===== src/rtl/legv8_pkg.sv =====
// ----------------------------------------------------------------------------
// legv8_pkg
// Shared constants and types for the LEGv8 instruction-fetch slice.
//   PC_W / INSTR_W   : program-counter and instruction-word widths
//   OPC_MSB/OPC_LSB  : opcode field position inside an instruction word
//   HALT_WORD        : instruction word that stops fetch when the optional
//                      halt feature (INSTR_FETCH_HALT_EN) is compiled in
//   fetch_state_e    : fetch sequencer states
// Configuration macro: INSTR_FETCH_HALT_EN (adds the HALT state).
// ----------------------------------------------------------------------------
package legv8_pkg;

    localparam int PC_W    = 64;
    localparam int INSTR_W = 32;
    localparam int OPC_MSB = 31;
    localparam int OPC_LSB = 21;
    localparam int OPC_W   = OPC_MSB - OPC_LSB + 1;

    localparam logic [INSTR_W-1:0] HALT_WORD = 32'hFFFF_FFFF;

    typedef enum logic [1:0] {
        ST_IDLE   = 2'd0,
        ST_FETCH  = 2'd1,
        ST_BUBBLE = 2'd2
`ifdef INSTR_FETCH_HALT_EN
        , ST_HALT = 2'd3
`endif
    } fetch_state_e;

endpackage


===== src/rtl/instr_mem.sv =====
// ----------------------------------------------------------------------------
// instr_mem
// Word-addressed instruction store: one write port, one synchronous read
// port whose output register is the fetched instruction.
//   clk_i        : clock
//   rst_i        : synchronous active-high reset (read register only)
//   rd_en_i      : capture mem[rd_idx_i] into the read register
//   rd_idx_i     : read word index
//   rd_data_o    : registered read word
//   wr_en_i      : write strobe
//   wr_idx_i     : write word index
//   wr_data_i    : write word
//   rd_is_halt_o : (INSTR_FETCH_HALT_EN only) word at rd_idx_i is HALT_WORD
// ----------------------------------------------------------------------------
module instr_mem
    import legv8_pkg::*;
#(
    parameter int IMEM_DEPTH = 64
) (
    input  logic                          clk_i,
    input  logic                          rst_i,
    input  logic                          rd_en_i,
    input  logic [$clog2(IMEM_DEPTH)-1:0] rd_idx_i,
    output logic [INSTR_W-1:0]            rd_data_o,
    input  logic                          wr_en_i,
    input  logic [$clog2(IMEM_DEPTH)-1:0] wr_idx_i,
    input  logic [INSTR_W-1:0]            wr_data_i
`ifdef INSTR_FETCH_HALT_EN
    ,
    output logic                          rd_is_halt_o
`endif
);

    logic [INSTR_W-1:0] mem_q [IMEM_DEPTH];
    logic [INSTR_W-1:0] rd_data_q;

    // NOTE: the array has no reset so it maps onto RAM and keeps its program
    // across a reset; only the read register is cleared.
    always_ff @(posedge clk_i) begin
        if (wr_en_i) begin
            mem_q[wr_idx_i] <= wr_data_i;
        end
    end

    // NOTE: non-blocking updates mean a same-edge write is not yet visible
    // here, which gives read-before-write on an index collision.
    always_ff @(posedge clk_i) begin
        if (rst_i) begin
            rd_data_q <= '0;
        end else if (rd_en_i) begin
            rd_data_q <= mem_q[rd_idx_i];
        end
    end

    assign rd_data_o = rd_data_q;

`ifdef INSTR_FETCH_HALT_EN
    // Look-ahead at the word about to be fetched so the halt decision is
    // made on the same edge that would otherwise present it.
    assign rd_is_halt_o = (mem_q[rd_idx_i] == HALT_WORD);
`endif

endmodule


===== src/rtl/instr_fetch.sv =====
// ----------------------------------------------------------------------------
// instr_fetch
// Instruction-fetch stage: sequential PC, one-bubble taken-branch redirect,
// stall hold, loadable instruction memory.
//   CLK, RESET     : clock, synchronous active-high reset
//   STALL          : downstream not ready; hold PC and all outputs
//   BRANCH_TAKEN   : redirect request; BRANCH_OFFSET is a signed word offset
//                    from PC_OUT
//   LOAD_EN/ADDR/DATA : instruction-memory write (byte address, [1:0] ignored)
//   PC_OUT, INSTR_OUT, OPCODE_OUT, INSTR_VALID : fetched instruction
//   HALTED         : fetch stopped on HALT_WORD (tied 0 without the macro)
// Configuration macro: INSTR_FETCH_HALT_EN enables the halt-word stop.
// ----------------------------------------------------------------------------
module instr_fetch
    import legv8_pkg::*;
#(
    parameter int              IMEM_DEPTH = 64,
    parameter logic [PC_W-1:0] RESET_PC   = 64'h0
) (
    input  logic               CLK,
    input  logic               RESET,
    input  logic               STALL,
    input  logic               BRANCH_TAKEN,
    input  logic [PC_W-1:0]    BRANCH_OFFSET,
    input  logic               LOAD_EN,
    input  logic [PC_W-1:0]    LOAD_ADDR,
    input  logic [INSTR_W-1:0] LOAD_DATA,
    output logic [PC_W-1:0]    PC_OUT,
    output logic [INSTR_W-1:0] INSTR_OUT,
    output logic [OPC_W-1:0]   OPCODE_OUT,
    output logic               INSTR_VALID,
    output logic               HALTED
);

    localparam int IDX_W = $clog2(IMEM_DEPTH);

    fetch_state_e       state_q;
    logic [PC_W-1:0]    pc_q;
    logic [PC_W-1:0]    pc_out_q;
    logic               valid_q;
    logic [INSTR_W-1:0] instr_word;

    logic take_branch;
    logic do_fetch;
    logic halt_hit;
    logic rd_en;

    // A redirect is only accepted against a live instruction, which also
    // rules out BUBBLE (valid is low there).
    assign take_branch = (state_q == ST_FETCH) && !STALL && BRANCH_TAKEN && valid_q;

    // BUBBLE's closing edge is itself the fetch at the redirected PC.
    assign do_fetch = !STALL &&
                      (((state_q == ST_FETCH) && !take_branch) || (state_q == ST_BUBBLE));

`ifdef INSTR_FETCH_HALT_EN
    logic word_is_halt;
    logic halted_q;
    assign halt_hit = do_fetch && word_is_halt;
    assign HALTED   = halted_q;
`else
    assign halt_hit = 1'b0;
    assign HALTED   = 1'b0;
`endif

    // A halt word is never captured, so INSTR_OUT keeps the last live word.
    assign rd_en = do_fetch && !halt_hit;

    always_ff @(posedge CLK) begin
        if (RESET) begin
            state_q  <= ST_IDLE;
            pc_q     <= RESET_PC;
            pc_out_q <= '0;
            valid_q  <= 1'b0;
`ifdef INSTR_FETCH_HALT_EN
            halted_q <= 1'b0;
`endif
        end else begin
            case (state_q)
                ST_IDLE: begin
                    state_q <= ST_FETCH;
                end
                ST_FETCH, ST_BUBBLE: begin
                    if (take_branch) begin
                        pc_q    <= pc_out_q + (BRANCH_OFFSET << 2);
                        valid_q <= 1'b0;
                        state_q <= ST_BUBBLE;
`ifdef INSTR_FETCH_HALT_EN
                    end else if (halt_hit) begin
                        valid_q  <= 1'b0;
                        halted_q <= 1'b1;
                        state_q  <= ST_HALT;
`endif
                    end else if (do_fetch) begin
                        pc_out_q <= pc_q;
                        valid_q  <= 1'b1;
                        pc_q     <= pc_q + PC_W'(4);
                        state_q  <= ST_FETCH;
                    end
                end
`ifdef INSTR_FETCH_HALT_EN
                ST_HALT: begin
                    state_q <= ST_HALT;
                end
`endif
                default: begin
                    state_q <= ST_IDLE;
                end
            endcase
        end
    end

    instr_mem #(
        .IMEM_DEPTH (IMEM_DEPTH)
    ) u_mem (
        .clk_i        (CLK),
        .rst_i        (RESET),
        .rd_en_i      (rd_en),
        .rd_idx_i     (pc_q[IDX_W+1:2]),
        .rd_data_o    (instr_word),
        .wr_en_i      (LOAD_EN),
        .wr_idx_i     (LOAD_ADDR[IDX_W+1:2]),
        .wr_data_i    (LOAD_DATA)
`ifdef INSTR_FETCH_HALT_EN
        ,
        .rd_is_halt_o (word_is_halt)
`endif
    );

    // Load address bits outside the word index are don't-care.
    logic unused_load_addr;
    assign unused_load_addr = ^{LOAD_ADDR[PC_W-1:IDX_W+2], LOAD_ADDR[1:0]};

    assign PC_OUT      = pc_out_q;
    assign INSTR_OUT   = instr_word;
    assign OPCODE_OUT  = instr_word[OPC_MSB:OPC_LSB];
    assign INSTR_VALID = valid_q;

endmodule

===== config.mk =====
export PLATFORM = sky130hd
export DESIGN_NAME = instr_fetch
export DESIGN_NICKNAME = d
export VERILOG_FILES = /design/src/rtl/legv8_pkg.sv /design/src/rtl/instr_mem.sv /design/src/rtl/instr_fetch.sv
export SDC_FILE = /design/constraint.sdc
export NUM_CORES = 2
export LEC_CHECK = 0
export CORE_ASPECT_RATIO = 1.5
export CORE_MARGIN = 3
export CORE_UTILIZATION = 45
export DETAILED_ROUTE_END_ITERATION = 10
export PLACE_DENSITY = 0.63
export SYNTH_ARGS = -nofsm -noshare
export SYNTH_HDL_FRONTEND = slang
export SYNTH_SLANG_ARGS = --single-unit

===== constraint.sdc =====
create_clock -name CLK -period 4.9 [get_ports CLK]
set_input_delay 0.98 -clock CLK [delete_from_list [all_inputs] [get_ports CLK]]
set_output_delay 0.98 -clock CLK [all_outputs]
set_load 0.005 [all_outputs]

; Yosys cells after proc, flatten, opt, wreduce, memory -nomap -nowiden
; Memories as Yosys holds them, arrays and structs flattened. A register that Yosys moved wholly into a read port is not among the register bits.
; Cells that the tools add are included.
[word_totals]
register_bits = 131
ram_bits = 2048
inputBits = 165
memories = 1
[op_classes]
addsub = 2
eq_ne = 3
mux = 9
bitwise = 1
reduce_logical = 13
[mem_list]
columns = memory, words, word_bits, read_ports, rd_ports_with_merged_regs, wr, line_no
row1 = u_mem.mem_q, 64, 32, 1, 1, 1, instr_mem.sv:34  ; logic [INSTR_W-1:0] mem_q [IMEM_DEPTH];
[ops]
columns = op, count
row1 = $mux 64, 2
row2 = $add 64x3->64 const B, 1
row3 = $add 64x64->64, 1
row4 = $logic_and 1x1->1, 5
row5 = $mux 1, 4
row6 = $mux 2, 2
row7 = $pmux 2 s2, 1
row8 = $ne 3x3->1 const B, 1
row9 = $reduce_and 3->1, 1
row10 = $eq 2x1->1 const B, 1
row11 = $eq 2x2->1 const B, 1
row12 = $logic_not 1->1, 2
row13 = $logic_not 2->1, 1
row14 = $reduce_and 2->1, 1
row15 = $reduce_bool 2->1, 1
row16 = $reduce_or 2->1, 1
row17 = $logic_or 1x1->1, 1
row18 = $not 1->1, 1

; Depth between registers and ports, before layout
[depth]
word_depth = 11
mapped_depth = 12
depth_no_buf = 12

; Cells and area by module
; From an unflattened synthesis, not the netlist that was laid out.
[unflattened]
cells_unflattened = 5098
area_unflattened_um2 = 89353.2
[modules_own_cells]
columns = mod, instances, cells_per_inst, area_per_inst_um2, seq_area_each_um2
row1 = instr_mem, 1, 3710, 79590.1, 62139.6
row2 = instr_fetch, 1, 1388, 9763.1, 2622.5

; Least setup slack after synthesis
; OpenSTA, ideal clock, no wires.
[synth_timing]
kind = input to register
startpoint = input LOAD_ADDR[5]
endpoint = memory u_mem.mem_q[48][0], enable pin
setup_ps = 461
t_arrival_ps = 3704
t_required_ps = 4439
slack_ps = 735
stages = 4
n_path_buf = 1
path_cell_list = clkbuf_1 > nor2b_1 > nand4b_1 > nor3_1
[synth_lines]
columns = element, line_no
row1 = "start, declared", instr_fetch.sv:26  ; input logic [PC_W-1:0] LOAD_ADDR,
row2 = "end, declared", instr_mem.sv:34
; Straight into the memory's write port.

; Final worst setup path
[layout_timing]
startpoint = input BRANCH_OFFSET[0]
endpoint = register pc_q[60]
[layout_via]
elab_chain_cells = 2
[layout_rtl]
columns = element, line_no
row1 = "start, declared", instr_fetch.sv:24  ; input logic [PC_W-1:0] BRANCH_OFFSET,
row2 = $add 64x64->64, instr_fetch.sv:85  ; pc_q <= pc_out_q + (BRANCH_OFFSET << 2);
row3 = $mux 64, instr_fetch.sv:84  ; if (take_branch) begin
row4 = "end signal, assigned", instr_fetch.sv:85
row5 = "end signal, assigned", instr_fetch.sv:97  ; pc_q <= pc_q + PC_W'(4);
row6 = "end, declared", instr_fetch.sv:38  ; logic [PC_W-1:0] pc_q;
; Every way passes these cells.
; A chain may end at the register's enable or synchronous reset.

==> results.md <==
- Hold Startpoint: pc_q[0]
- Routed wire per std cell: 29.7 um
- Crit path buf inv count: 3
- Source-to-sink clock delay at the later pin of the worst-skew pair: 0.84 ns
- Share of the cycle needed by the critical path after routing: a little over 80%
- Max Buffers Root-to-Sink: 4
- Total wire length after detailed routing: between 200000 and 250000 um
- FF-to-FF End: pc_q[60]
- First-pass GRT wire length: 328000 um
- Delay contributed by the slowest stage of the critical path: 0.42 ns
- Startpoint of the worst register-to-register path: PC_OUT[2]
- Cell Area, Synth: 88900 um^2
- Die Width: approximately 370 um
- Area delta synth->final: 14.2%
- Transition at the pin with the smallest max-transition slack: 1.25 ns
- Number of warnings printed during yosys synthesis: 0
- Clock-pin transition on the worst setup and hold timing paths: around 0.06 ns
- Clock buffer count from CTS: 198
- Crit path cell chain: clkdlybuf4s50_1 > ha_1 > fa_1 > a21o_1 > a221o_1 > a31oi_1 > o311a_1 > a21oi_1 > o21bai_1 > buf_4 > a21oi_1 > and2b_1 > buf_4 > mux2i_1 > a221oi_1
- Highest-delay cell along the critical path: fa_1
- Number of buffers added to fix hold violations after cts: 0
- Hold path depth: 2
- Remaining antenna violation count: 0
- Kind of path behind the tightest hold check: reg2reg
- Worst path arrival time: 4.71 ns
- Post-Place Cells: 7264
- Core Area: 196000 um^2
- Maximum operating frequency: 250 MHz
- Number of global-route vias before repair: roughly 47000
- Leading register cell type out of synthesis: edfxtp_1
- Area taken by multi-input logic gates: 23400 um^2
- Type of the setup path with the least slack: in2reg
- Share of cells above drive strength 1: 24.8%
- Global-route total usage across every layer: 22.3%
- Final Hold Viols: 0
- CTS sink count: approximately 2200
- CTS-repair resized insts: 0
- Chip Height: 550 um
- Number of port buffers: 212
- Hold path endpoint: PC_OUT[0]
- Largest fanout on the critical path: 3
- Total Negative Setup Slacks: 0 ns
- Seq/Total Area, Yosys: 72.9%
- Mean instance size in the synthesized netlist: 19.6 um^2
- Post-synthesis instance total: 4533
- Static leakage: 0.0311 uW
- Async SR Flop Fraction: 0%
- Site row count: 199
- Sort of element at the start of the critical path: input pin
- Minimum hold slack: 0.454 ns
- Number of enable-type register cells in the synthesized netlist: 2048
- Non-filler instance count after layout: 7615
- CTS tree: built
- Uppermost signal routing layer after detailed routing: met5
- FF-to-FF path depth: 14
- Worst clock skew on the final layout: 0.0418 ns
- Die area: 203000 um^2
- Design Power: approximately 38000 uW
- CTS root buffer: clkbuf_16
- Maximum number of pins on one net before global-route repair: between 100 and 150
- Drt pass-1 iters: 8
- Fraction of synthesized cell area taken by the top area cell type: 69.2%
- Main area contributors after synthesis: edfxtp_1, mux4_2, dfxtp_1, nand2_1, a21oi_1
- Max-cap check violation count: 0
- PD cells: 372 nW/um^2
- Grt ovf: 0
- Shortest clock period the worst path allows after layout: 3.99 ns
- DRT iter0 DRCs: 3951
- Unique masters post-synth: between 80 and 90
- Average vias per placed instance: 5.96
- Ports: roughly 270
- Number of antenna violations at the first check in global routing: 20
- Area taken by flip-flops and latches: 64800 um^2
- Max_slew headroom: 16.8%
- Util after Layout: 51.7%
- GP Congestion: 0.919
- Run status: finished, final reports clean
- Met2 wirelength from detailed routing: 121000 um
- Sum of net half-perimeters after detailed placement: 140000 um
- Metal-1 WL: approximately 84000 um
- Cell accounting for the most synthesized area: edfxtp_1
- Initial cell density of the core: ~45%
- Maximum resistive drop on vdd: roughly 290 uV
- Number of nets produced by synthesis: 4765
- Crit. End Element: flip-flop
- Number of max-slew violations in the final report: 0
- Final Setup Violations: 0
- Post-layout nets: 5083
- Post-route DRC: 0
- Post-synthesis sequential element count: roughly 2200
- Fill count: 15697
- Met3 WL: 12700 um
- Register-to-register path setup slack: 1.13 ns
- Buffers inserted by post-CTS timing repair: 0
- Total number of vias: between 40000 and 50000
- H-tree depth reported by CTS: 4
- RSZ-0062 raised after global routing: no
- Worst EP required: 5.62 ns
- CP top delay family: compound AO/OA/AOI/OAI gates
[how the worst max path moves through the flow]
| stage | start | end | depth (start not counted) |
|---|---|---|---|
| floorplan | LOAD_ADDR[5] | u_mem.mem_q[48][0] | 4 |
| global placement | BRANCH_OFFSET[0] | pc_q[58] | 14 |
| detailed placement | BRANCH_OFFSET[0] | pc_q[58] | 14 |
| CTS | BRANCH_OFFSET[0] | pc_q[60] | 15 |
| global route | BRANCH_OFFSET[0] | pc_q[52] | 14 |
| finish | BRANCH_OFFSET[0] | pc_q[60] | 15 |
[worst reg2reg max path: stages, from the launching register on]
cell	delay [ns]
dfxtp_1	0.35
ha_1	0.23
fa_1	0.42
a21o_1	0.23
a221o_1	0.34
a31oi_1	0.29
o311a_1	0.31
a21oi_1	0.18
o21bai_1	0.21
buf_4	0.16
a21oi_1	0.06
and2b_1	0.36
buf_4	0.17
mux2i_1	0.07
a221oi_1	0.29
[final cells by class]
type                    count  share of cell area, %
diodes                      3                0.00740
clock buffers             249                   5.22
clock inverters            99                  0.833
inverters                  27                  0.107
multi-input cells        2019                   23.0
flip-flops and latches   2211                   63.8
well taps                2613                   3.22
repair buffers            394                   3.76
[flip-flops by register name (all words and copies together), names as in the netlist]
register and count:
INSTR_VALID 1, state_q 2, PC_OUT 64, u_mem.rd_data_o 32, u_mem.mem_q 2048, pc_q 64
[logic make-up after synthesis]
family                   count (synthesis)  synth area share (%)
XOR/XNOR                                49                 0.483
other                                    1               0.00422
multiplexers                           677                  17.1
buffers and inverters                  303                  1.41
flip-flops                            2211                  72.9
AND/OR/NAND/NOR                        701                  3.51
AO/OA/AOI/OAI                          524                  3.69
adder cells (fa/ha/maj)                 67                 0.952
[metal layers]
metal	global-route usage, %	up-vias
li1	-	19330
met3	3.07	406
met5	0	-
met4	8.04	12
met2	40.1	1609
met1	27.4	23995
[Yosys cell counts, types with 27 or more instances]
cell      instances
dfxtp_1         163
a211oi_1         28
ha_1             66
mux4_2          672
nor2_1          161
a21oi_1         228
buf_1            41
o21ai_0          74
buf_2            49
edfxtp_1       2048
nand3_1          49
nor3_1           48
clkbuf_1        170
nand4_1          38
a21o_1           53
inv_1            27
nand2_1         313
[through the flow]
| stage | instance area (um^2) | setup slack (ns) |
|---|---|---|
| global placement | 95300 | 0.127 |
| finish | 101000 | 0.906 |
| global route | 101000 | 0.727 |
| CTS | 101000 | 1.01 |
| detailed placement | 95300 | 0.119 |
| floorplan | 88900 | 0.735 |
[cells in the final DEF (no fill, tap or decap), drive strengths merged, types with 10 or more instances in the layout]
cell	n
clkinv	72
o21ai	82
nand2b	10
edfxtp	2048
nand3	50
clkdlybuf4s50	179
nor2	161
a21o	53
a31oi	14
nor3	49
buf	215
and3	25
a211oi	29
xnor2	26
mux4	672
nand4	38
dfxtp	163
inv	31
ha	66
xor2	23
clkbuf	249
nand2	313
and2	10
a21oi	229
bufinv	15
[power by group]
group          switching (uW)  leakage, uW  internal (uW)
sequential               59.2       0.0197          20700
clock                    6600      0.00299           8410
combinational            1110      0.00833            805
(Power assumes the default switching activity.)
